--- config.mk ---
export PLATFORM = sky130hd
export DESIGN_NAME = lcd_init_sequencer
export DESIGN_NICKNAME = d
export VERILOG_FILES = /design/src/rtl/pkg_ili9341.sv /design/src/rtl/lcd_delay_counter.sv /design/src/rtl/lcd_init_sequencer.sv
export SDC_FILE = /design/constraint.sdc
export NUM_CORES = 1
export LEC_CHECK = 0
export ABC_CLOCK_PERIOD_IN_PS = 11830
export CORE_ASPECT_RATIO = 0.6
export CORE_MARGIN = 5
export CORE_UTILIZATION = 30
export CTS_BUF_LIST = sky130_fd_sc_hd__clkbuf_8
export CTS_CLUSTER_DIAMETER = 40
export DETAILED_ROUTE_END_ITERATION = 12
export GPL_ROUTABILITY_DRIVEN = 1
export PLACE_DENSITY = 0.5
export SLEW_MARGIN = 10
export SYNTH_ARGS = -nofsm -noshare
export SYNTH_HDL_FRONTEND = slang
export SYNTH_SLANG_ARGS = --single-unit
--- constraint.sdc ---
create_clock -name clk -period 11.83 [get_ports clk]
set_input_delay 1.183 -clock clk [delete_from_list [all_inputs] [get_ports clk]]
set_output_delay 1.183 -clock clk [all_outputs]
set_load 0.01 [all_outputs]
--- src/rtl/pkg_ili9341.sv ---
// Shared types and constants for the ILI9341 init sequencer.
//   entry_t    : ROM entry layout {is_delay, dc, payload}
//   state_t    : sequencer states
//   CMD / DAT  : dc values for command and data bytes
//   END_MARK   : end-of-table entry (delay of zero)
//   DELAY_MS   : builds a delay entry of n ticks
//   INIT_TABLE : default power-on table for an external ROM
package pkg_ili9341;

    localparam int unsigned PAYLOAD_W = 8;
    localparam int unsigned N_INIT    = 47;

    typedef struct packed {
        logic                 is_delay;
        logic                 dc;
        logic [PAYLOAD_W-1:0] payload;
    } entry_t;

    typedef enum logic [3:0] {
        IDLE, HW_RST, HW_WAIT, FETCH, DECODE, SEND, DELAY, ADVANCE, DONE
    } state_t;

    localparam logic   CMD      = 1'b0;
    localparam logic   DAT      = 1'b1;
    localparam entry_t END_MARK = '{is_delay: 1'b1, dc: CMD, payload: 8'h00};

    function automatic entry_t DELAY_MS(input logic [PAYLOAD_W-1:0] n);
        return '{is_delay: 1'b1, dc: CMD, payload: n};
    endfunction

    function automatic entry_t cmd_byte(input logic [PAYLOAD_W-1:0] b);
        return '{is_delay: 1'b0, dc: CMD, payload: b};
    endfunction

    function automatic entry_t dat_byte(input logic [PAYLOAD_W-1:0] b);
        return '{is_delay: 1'b0, dc: DAT, payload: b};
    endfunction

    // Power control, timing, VCOM, MADCTL, 16 bpp, frame rate, then wake-up.
    localparam entry_t INIT_TABLE [N_INIT] = '{
        cmd_byte(8'hCF), dat_byte(8'h00), dat_byte(8'hC1), dat_byte(8'h30),
        cmd_byte(8'hED), dat_byte(8'h64), dat_byte(8'h03), dat_byte(8'h12), dat_byte(8'h81),
        cmd_byte(8'hE8), dat_byte(8'h85), dat_byte(8'h00), dat_byte(8'h78),
        cmd_byte(8'hCB), dat_byte(8'h39), dat_byte(8'h2C), dat_byte(8'h00), dat_byte(8'h34),
        dat_byte(8'h02),
        cmd_byte(8'hF7), dat_byte(8'h20),
        cmd_byte(8'hC0), dat_byte(8'h23),
        cmd_byte(8'hC1), dat_byte(8'h10),
        cmd_byte(8'hC5), dat_byte(8'h3E), dat_byte(8'h28),
        cmd_byte(8'hC7), dat_byte(8'h86),
        cmd_byte(8'h36), dat_byte(8'h48),
        cmd_byte(8'h3A), dat_byte(8'h55),
        cmd_byte(8'hB1), dat_byte(8'h00), dat_byte(8'h18),
        cmd_byte(8'hB6), dat_byte(8'h08), dat_byte(8'h82), dat_byte(8'h27),
        cmd_byte(8'h13),
        cmd_byte(8'h11), DELAY_MS(8'd120),
        cmd_byte(8'h29), DELAY_MS(8'd20),
        END_MARK
    };

endpackage

--- src/rtl/lcd_delay_counter.sv ---
// Loadable down-counter with zero flag; times reset pulse, post-reset wait and delays.
//   clk, rst : clock, synchronous active-high reset
//   load     : load value on the next edge (wins over counting)
//   value    : load value
//   zero_c   : count is zero (decoded from the count register)
module lcd_delay_counter #(
    parameter int unsigned WIDTH = 16
) (
    input  logic             clk,
    input  logic             rst,
    input  logic             load,
    input  logic [WIDTH-1:0] value,
    output logic             zero_c
);

    logic [WIDTH-1:0] count;

    // Counts down and parks at zero.
    always_ff @(posedge clk) begin
        if (rst) begin
            count <= '0;
        end else if (load) begin
            count <= value;
        end else if (count != '0) begin
            count <= count - WIDTH'(1);
        end
    end

    assign zero_c = (count == '0);

endmodule

--- src/rtl/lcd_init_sequencer.sv ---
// Panel init sequencer: pulses the panel reset, then walks an external command
// ROM and hands command/data bytes to the serializer over valid/ready.
//   clk, rst  : clock, synchronous active-high reset
//   start     : pulse; begins a sequence from IDLE or DONE
//   rom_addr  : ROM entry index; rom_data : {is_delay, dc, payload}, one cycle later
//   tx_valid, tx_ready, tx_data, tx_dc : byte handshake to the serializer
//   lcd_rst_n : panel hardware reset, active low
//   busy, done: sequence running / sequence completed
module lcd_init_sequencer
    import pkg_ili9341::*;
#(
    parameter int unsigned N_ENTRIES    = 47,
    parameter int unsigned DATA_W       = 8,
    parameter int unsigned DELAY_UNIT   = 100000,
    parameter int unsigned RST_LOW_CYC  = 1000,
    parameter int unsigned RST_WAIT_CYC = 500000
) (
    input  logic                         clk,
    input  logic                         rst,
    input  logic                         start,
    output logic [$clog2(N_ENTRIES)-1:0] rom_addr,
    input  logic [DATA_W+1:0]            rom_data,
    output logic                         tx_valid,
    input  logic                         tx_ready,
    output logic [DATA_W-1:0]            tx_data,
    output logic                         tx_dc,
    output logic                         lcd_rst_n,
    output logic                         busy,
    output logic                         done
);

    localparam int unsigned ADDR_W = $clog2(N_ENTRIES);
    // Wide enough for payload*DELAY_UNIT and for both reset timings.
    localparam int unsigned MUL_W  = DATA_W + $clog2(DELAY_UNIT + 1);
    localparam int unsigned RST_W  = $clog2((RST_WAIT_CYC > RST_LOW_CYC ? RST_WAIT_CYC : RST_LOW_CYC) + 1);
    localparam int unsigned CNT_W  = (MUL_W > RST_W) ? MUL_W : RST_W;

    state_t              state;
    logic                cnt_load_c;
    logic [CNT_W-1:0]    cnt_value_c;
    logic                cnt_zero_c;
    logic                is_delay_c;
    logic                dc_c;
    logic [DATA_W-1:0]   payload_c;
    logic [CNT_W-1:0]    delay_load_c;

    assign is_delay_c   = rom_data[DATA_W+1];
    assign dc_c         = rom_data[DATA_W];
    assign payload_c    = rom_data[DATA_W-1:0];
    // Counter is loaded with length-1 so each phase lasts exactly its length.
    assign delay_load_c = CNT_W'(payload_c) * CNT_W'(DELAY_UNIT) - CNT_W'(1);

    // Counter loads on entry to HW_RST, HW_WAIT and DELAY.
    always_comb begin
        cnt_load_c  = 1'b0;
        cnt_value_c = '0;
        if ((state == IDLE || state == DONE) && start) begin
            cnt_load_c  = 1'b1;
            cnt_value_c = CNT_W'(RST_LOW_CYC - 1);
        end else if (state == HW_RST && cnt_zero_c) begin
            cnt_load_c  = 1'b1;
            cnt_value_c = CNT_W'(RST_WAIT_CYC - 1);
        end else if (state == DECODE && is_delay_c && payload_c != '0) begin
            cnt_load_c  = 1'b1;
            cnt_value_c = delay_load_c;
        end
    end

    lcd_delay_counter #(.WIDTH(CNT_W)) u_delay (
        .clk    (clk),
        .rst    (rst),
        .load   (cnt_load_c),
        .value  (cnt_value_c),
        .zero_c (cnt_zero_c)
    );

    // Sequencer FSM with registered outputs.
    always_ff @(posedge clk) begin
        if (rst) begin
            state     <= IDLE;
            rom_addr  <= '0;
            tx_valid  <= 1'b0;
            tx_data   <= '0;
            tx_dc     <= 1'b0;
            lcd_rst_n <= 1'b1;
            busy      <= 1'b0;
            done      <= 1'b0;
        end else begin
            unique case (state)
                IDLE, DONE: begin
                    if (start) begin
                        state     <= HW_RST;
                        lcd_rst_n <= 1'b0;
                        busy      <= 1'b1;
                        done      <= 1'b0;
                    end
                end
                HW_RST: begin
                    if (cnt_zero_c) begin
                        state     <= HW_WAIT;
                        lcd_rst_n <= 1'b1;
                    end
                end
                HW_WAIT: begin
                    if (cnt_zero_c) begin
                        state    <= FETCH;
                        rom_addr <= '0;
                    end
                end
                FETCH: state <= DECODE;
                DECODE: begin
                    if (is_delay_c) begin
                        if (payload_c == '0) begin
                            state <= DONE;
                            busy  <= 1'b0;
                            done  <= 1'b1;
                        end else begin
                            state <= DELAY;
                        end
                    end else begin
                        tx_data  <= payload_c;
                        tx_dc    <= dc_c;
                        tx_valid <= 1'b1;
                        state    <= SEND;
                    end
                end
                SEND: begin
                    if (tx_ready) begin
                        tx_valid <= 1'b0;
                        state    <= ADVANCE;
                    end
                end
                DELAY: begin
                    if (cnt_zero_c) state <= ADVANCE;
                end
                ADVANCE: begin
                    // Last index with no end marker finishes the sequence.
                    if (rom_addr == ADDR_W'(N_ENTRIES - 1)) begin
                        state <= DONE;
                        busy  <= 1'b0;
                        done  <= 1'b1;
                    end else begin
                        rom_addr <= rom_addr + ADDR_W'(1);
                        state    <= FETCH;
                    end
                end
                default: state <= IDLE;
            endcase
        end
    end

endmodule

==> metrics.md <==
| Metric | Value |
|---|---|
| Post_cts resized | `0` |
| DP Area | `4943 um^2` |
| Hold Violations, Final | `0` |
| CP Max Fanout | `6` |
| CTS H-tree lvls | `2` |
| Yosys cell types | `68` |
| Cell Count, Final, Fillers Out | `743` |
| CP Class | `in2reg` |
| Synthesized area per cell | `8.464 um^2` |
| DR WL/cell | `15.69 um` |
| Rows | `34` |
| LEAKAGE | `2.043 nW` |
| Status | `finished, final reports clean` |
| Nets | `631` |
| CTS tree | `done` |
| Post-synthesis simple-gate area fraction | `20.93%` |
| Max clock buf depth | `2` |
| Fin crit share | `49.84%` |
| Startpoint types | `primary input` |
| Final Max Tran Viols | `0` |
| Synth Area in Adders | `22.43%` |
| Area delta synth->final | `13.96%` |
| Worst slew margin | `24.40%` |
| Crit path max-delay family | `adder cells` |
| Worst path slowest cell | `a211oi_1` |
| Actual slew at the worst max-slew pin | `1.126 ns` |
| CTS root buffer | `clkbuf_8` |
| Core area | `14460 um^2` |
| HPWL after detailed placement | `9.353 mm` |
| DR vias/cell | `5.166` |
| DRC viols | `0` |
| Placed cell count | `736` |
| ANT cells | `0` |
| Overflow left after global routing | `0` |
| Initial core utilization | `30.54%` |
| Leading area contributor after synthesis | `dfxtp_1` |
| Sequential area share after synthesis | `21.75%` |
| Hold Path Class | `reg2reg` |
| Largest family of logic cells by synthesized area | `adder cells` |
| Clock latency on the worst-skew pair | `0.31 ns` |
| CP bufs+invs | `3` |
| Largest net degree at the start of global routing | `23` |
| Postcts setup bufs | `0` |
| DR vias | `3838` |
| Fraction of layout cells with a size suffix above 1 | `5.505%` |
| Max cap viols | `0` |
| Synth Register Bits | `48` |
| Post-route setup TNS | `0 ns` |
| Slowest stage delay, CP | `0.68 ns` |
| Setup violators final | `0` |
| Final instance area | `5035 um^2` |
| Reg area | `960.9 um^2` |
| Detail Route Antenna Nets | `0` |
| Crit path arrival time | `6.08 ns` |
| Mux contribution to synthesized area | `2.294%` |
| Via count of the first global-routing pass | `3652` |
| Hold Slack | `0.4638 ns` |
| Critical Path End Type | `flip-flop` |
| Antenna violations before repair | `0` |
| Hold Buf Count CTS | `0` |
| Final Skew | `0.01058 ns` |
| Inserted Clock Buffers | `5` |
| Xor/xnor share of the synthesized area | `10.11%` |
| Die area | `17330 um^2` |
| Drt first pass iters | `5` |
| Clock slew at reported path FFs | `0.09 ns` |
| Area share of the largest cell type after synthesis | `21.75%` |
| 1st-iter DRT viols | `305` |
| Post-Synthesis Cells | `522` |
| First-pass GRT wire length | `19.76 mm` |
| Gpl congestion | `0.8210` |
| Syn Nets | `608` |
| Synth area leaders | `dfxtp_1 22%, ha_1 17%, fa_1 5.4%` |
| IO Pins | `33` |
| Clock Sinks | `48` |
| Asr flop ratio synth | `0%` |
| RSZ-0062 raised after global routing | `false` |
| CP Cell Sequence | `clkdlybuf4s50_1 > ha_1 > ha_1 > inv_1 > fa_1 > inv_1 > fa_1 > ha_1 > a211oi_1 > o21ai_1 > xnor2_1 > nand4_1 > nand4b_1 > nor4_2 > xnor2_1 > o21ai_1` |
| Number of fill cells in the layout | `1508` |
| PwrDens | `186.1 nW/um^2` |
| Required time of the critical path | `12.02 ns` |
| Port bufs | `32` |
| Die Wd | `166.7 um` |
| Worst IR Drop VDD | `0.06048 mV` |
| All-Layer GR Usage | `13.64%` |
| Min Tclk post-route | `5.896 ns` |
| Final WL | `11.66 mm` |
| Fmax | `0.1696 GHz` |
| Multi-input gate area | `3298 um^2` |
| Synthesized area | `4418 um^2` |
| Number of synthesized flops with an enable pin | `0` |
| Synth Warn # | `0` |
| Most used cell, CP | `ha_1` |
| Compound-Gate Fraction of Synth Area | `18.66%` |
| Ys flop type | `dfxtp_1` |
| Post-layout total power | `0.0009370 W` |
| Die H | `104 um` |
-- cells by family (layout without fill, tap and decap cells) --
| logic type | after synthesis | after routing |
|---|---|---|
| and+or+nand+nor | 178 | 178 |
| AOI/OAI and AO/OA | 119 | 119 |
| buffers and inverters | 44 | 67 |
| DFF | 48 | 48 |
| adders and majority gates | 72 | 72 |
| muxes | 10 | 10 |
| xor gates and xnor gates | 51 | 51 |
-- power breakdown --
| group | switching, W | leakage [nW] | total, W | internal (W) |
|---|---|---|---|---|
| registers | 0.0000393 | 0.391 | 0.000235 | 0.000196 |
| logic | 0.000342 | 1.60 | 0.000598 | 0.000255 |
| clock network | 0.0000575 | 0.0473 | 0.000104 | 0.0000467 |
| total | 0.000439 | 2.04 | 0.000937 | 0.000498 |
-- cell type report --
type,count,area share [%]
flip-flops and latches,48,19.09
clock inverters,1,0.1740
inverters,25,1.864
clock buffers,6,1.640
repair buffers,35,6.809
multi-input cells,430,65.51
well taps,198,4.920
-- cells in the mapped netlist, drive strengths merged, types with 11 or more instances --
master,count
a21oi,28
clkbuf,15
dfxtp,48
fa,12
ha,60
inv,25
nand2,31
nand3,11
nor2,60
nor3,16
o21ai,20
xnor2,27
xor2,24
-- cells in the final DEF, fill, tap and decap left out, types with 7 or more instances in the layout --
cell              n
nor2_1           60
ha_1             60
dfxtp_1          48
clkdlybuf4s50_1  32
nand2_1          31
xnor2_1          27
a21oi_1          27
inv_1            25
xor2_1           24
o21ai_0          16
nor3_1           14
fa_1             12
nand3_1          11
mux2i_1           9
a211oi_1          8
nor4_1            7
o211ai_1          7
-- worst register-to-register path, cell delays in order, from the launching register on --
cell	delay, ns
dfxtp_1	0.35
inv_1	0.07
ha_1	0.15
nor3b_1	0.43
nand3_1	0.39
nand4bb_1	0.74
o21ai_1	1.11
o22ai_1	0.23
-- path summary, 6_finish.rpt --
path                    startpoint  cells past startpoint  slack, ns           endpoint
setup / recovery       rom_data[2]                     16       5.93  u_delay.count[24]
hold / removal                done                      2       0.46               done
setup reg to reg  u_delay.count[0]                      7       8.21  u_delay.count[17]
hold reg to reg               done                      2       0.46               done
-- per-layer routing --
layer	track usage [%]	up-vias	share of wire, %
met5	0	-	0
met4	1.401	0	0.21
met3	3.304	4	5.0
met2	17.28	77	37
met1	22.96	1806	58
li1	-	1951	-
-- stage by stage --
stage / utilization, % / setup WS [ns]
CTS: 34.81 / 5.932
global placement: 34.18 / 5.769
detailed placement: 34.18 / 5.656
floorplan: - / 6.781
global route: 34.81 / 5.522
finish: 34.81 / 5.934
-- sequential cells by signal, indices dropped and copies added, names as in the netlist --
name and flops:
u_delay.count 25, tx_data 8, rom_addr 6, state 4
busy 1, done 1, lcd_rst_n 1, tx_dc 1
tx_valid 1
Note: power is estimated with default switching activity, not from simulation.
==> edit, RTL diff (same flow settings) <==
The parameter `N_ENTRIES` goes from 47 to 94.
--- a/src/rtl/lcd_init_sequencer.sv
+++ b/src/rtl/lcd_init_sequencer.sv
@@ -11,3 +11,3 @@
 #(
-    parameter int unsigned N_ENTRIES    = 47,
+    parameter int unsigned N_ENTRIES    = 94,
     parameter int unsigned DATA_W       = 8,
Ports: changed (resized rom_addr); port bits go from 33 to 34. No check against the original RTL was run, so the function may have changed too.
==> edit against the original RTL <==
  * Worst setup slack worse by 600 ps
  * Sequential cell count rose by 1
  * Synthesized area rose by 2.0%
  * Wire length up 4.7%
  * Total power increased by 4.8%
  * Synthesized cell count down 0.19%
  * Final area rose by 2.3%
  * Die area is 1.9% higher
  * Critical path type unchanged
  * Critical endpoint is now u_delay.count[22]$_SDFFE_PP0P_
  * Largest power group unchanged
==> edit: results <==
metrics = {
    "final_layout": {
        "reg.largest.list": "u_delay.count x25, tx_data x8, rom_addr x7",
        "nets": 633,
        "layout-drive-gt1-share_pct": 5.29,
    },
    "power": {
        "p_leak_uw": 0.00218,
        "ir_drop_uv": 66.0,
    },
    "critical_path": {
        "rr_endpoint": "u_delay.count[9]$_SDFFE_PP0P_",
        "crit_arrival_ps": 6700,
        "cp_slowest_stage_delay_ps": 640,
        "slowest_stage": "a2111oi_0",
        "rrSetupSlack_ps": 8330,
        "r2r_cells": 10,
    },
    "placement": {
        "placed_cell_area_um2": 5030,
        "place_hpwl_um": 9990,
        "gp_congestion": 0.860,
    },
    "global_routing": {
        "grt_pass1_wl_um": 20300,
        "grt_pass1_vias": 3751,
        "antenna_found_initial": 0,
        "grt_usage_pct": 14.1,
        "grt_start_max_net_pins": 26,
    },
    "route": {
        "drtIter0Drc": 240,
        "post_drt_wl_per_cell_um": 16.4,
        "vias_per_cell": 5.23,
        "drtPass1Iterations": 4,
    },
    "logic_synthesis": {
        "synth_area_leaders": "dfxtp_1 22%, ha_1 17%, fa_1 5.3%",
        "syn_nets": 607,
        "seq_area_frac_synth_pct": 21.8,
    },
    "timing": {
        "worst_slew_pin_slew_ps": 766,
        "holdWs_ps": 492,
        "fin_skew_ps": 13.6,
    },
    "outcome": {
        "status": "complete, no violations",
    },
    "worst_hold_path": {
        "hp-start": "lcd_rst_n$_SDFFE_PP1P_",
        "hold-path-endpoint": "lcd_rst_n$_SDFFE_PP1P_",
    },
}
==> edit: changes by cell type after synthesis, sizes merged, moves of 7 or more <==
| cell | delta |
|---|---|
| a21oi | +7 |
| nor3 | -8 |
| and3 | +8 |
| nor2 | -9 |
| or3 | +7 |
==> edit: logic make-up after synthesis <==
family	synth area share, %
compound gates	19.0
mux	2.47
flops	21.8
fa+ha+maj	22.0
xor+xnor	8.94
simple gates	22.0
buf+inv	3.86
==> edit: how the worst max path moves through the flow <==
stage,from,end,slack [ps]
floorplan,rom_data[3],u_delay.count[22]$_SDFFE_PP0P_,6180
global placement,rom_data[3],u_delay.count[22]$_SDFFE_PP0P_,5300
detailed placement,rom_data[3],u_delay.count[22]$_SDFFE_PP0P_,5100
CTS,rom_data[3],u_delay.count[22]$_SDFFE_PP0P_,5400
global route,rom_data[4],u_delay.count[22]$_SDFFE_PP0P_,5150
finish,rom_data[4],u_delay.count[22]$_SDFFE_PP0P_,5330
==> edit: tightest hold or removal path: cells and delay by family (launching register included) <==
family | cells | cell delay, ps
DFF | 1 | 340
and+or+nand+nor | 1 | 60
AOI/OAI and AO/OA | 1 | 60
==> edit: through the flow <==
stage	std cells	setup slack, ps
final	746	5330
after global routing	746	5150
after CTS	746	5400
after detailed placement	738	5100
after global placement	738	5300
after floorplan	521	6180
==> edit: area by class of cell <==
class / instances / area, um2
Clock buffer: 6 / 82.6
Tap cell: 198 / 248
Sequential cell: 49 / 981
Multi-Input combinational cell: 430 / 3360
Inverter: 25 / 93.8
Clock inverter: 2 / 33.8
Timing Repair Buffer: 36 / 353
Fill cell: 1505 / 9440
==> edit: report_power, final <==
| group | switching, uW | total [uW] | internal, uW |
|---|---|---|---|
| clock network | 60.5 | 129 | 68.2 |
| logic | 348 | 604 | 256 |
| registers | 46.9 | 249 | 202 |
| total | 455 | 982 | 527 |
==> edit: per-layer routing <==
layer / GRT usage, % / vias to the layer above / part of all wire, %
li1: - / 1984 / -
met1: 23.6 / 1806 / 58
met2: 18.0 / 104 / 36
met3: 3.25 / 5 / 5.6
met4: 1.74 / 0 / 0.55
met5: 0 / - / 0
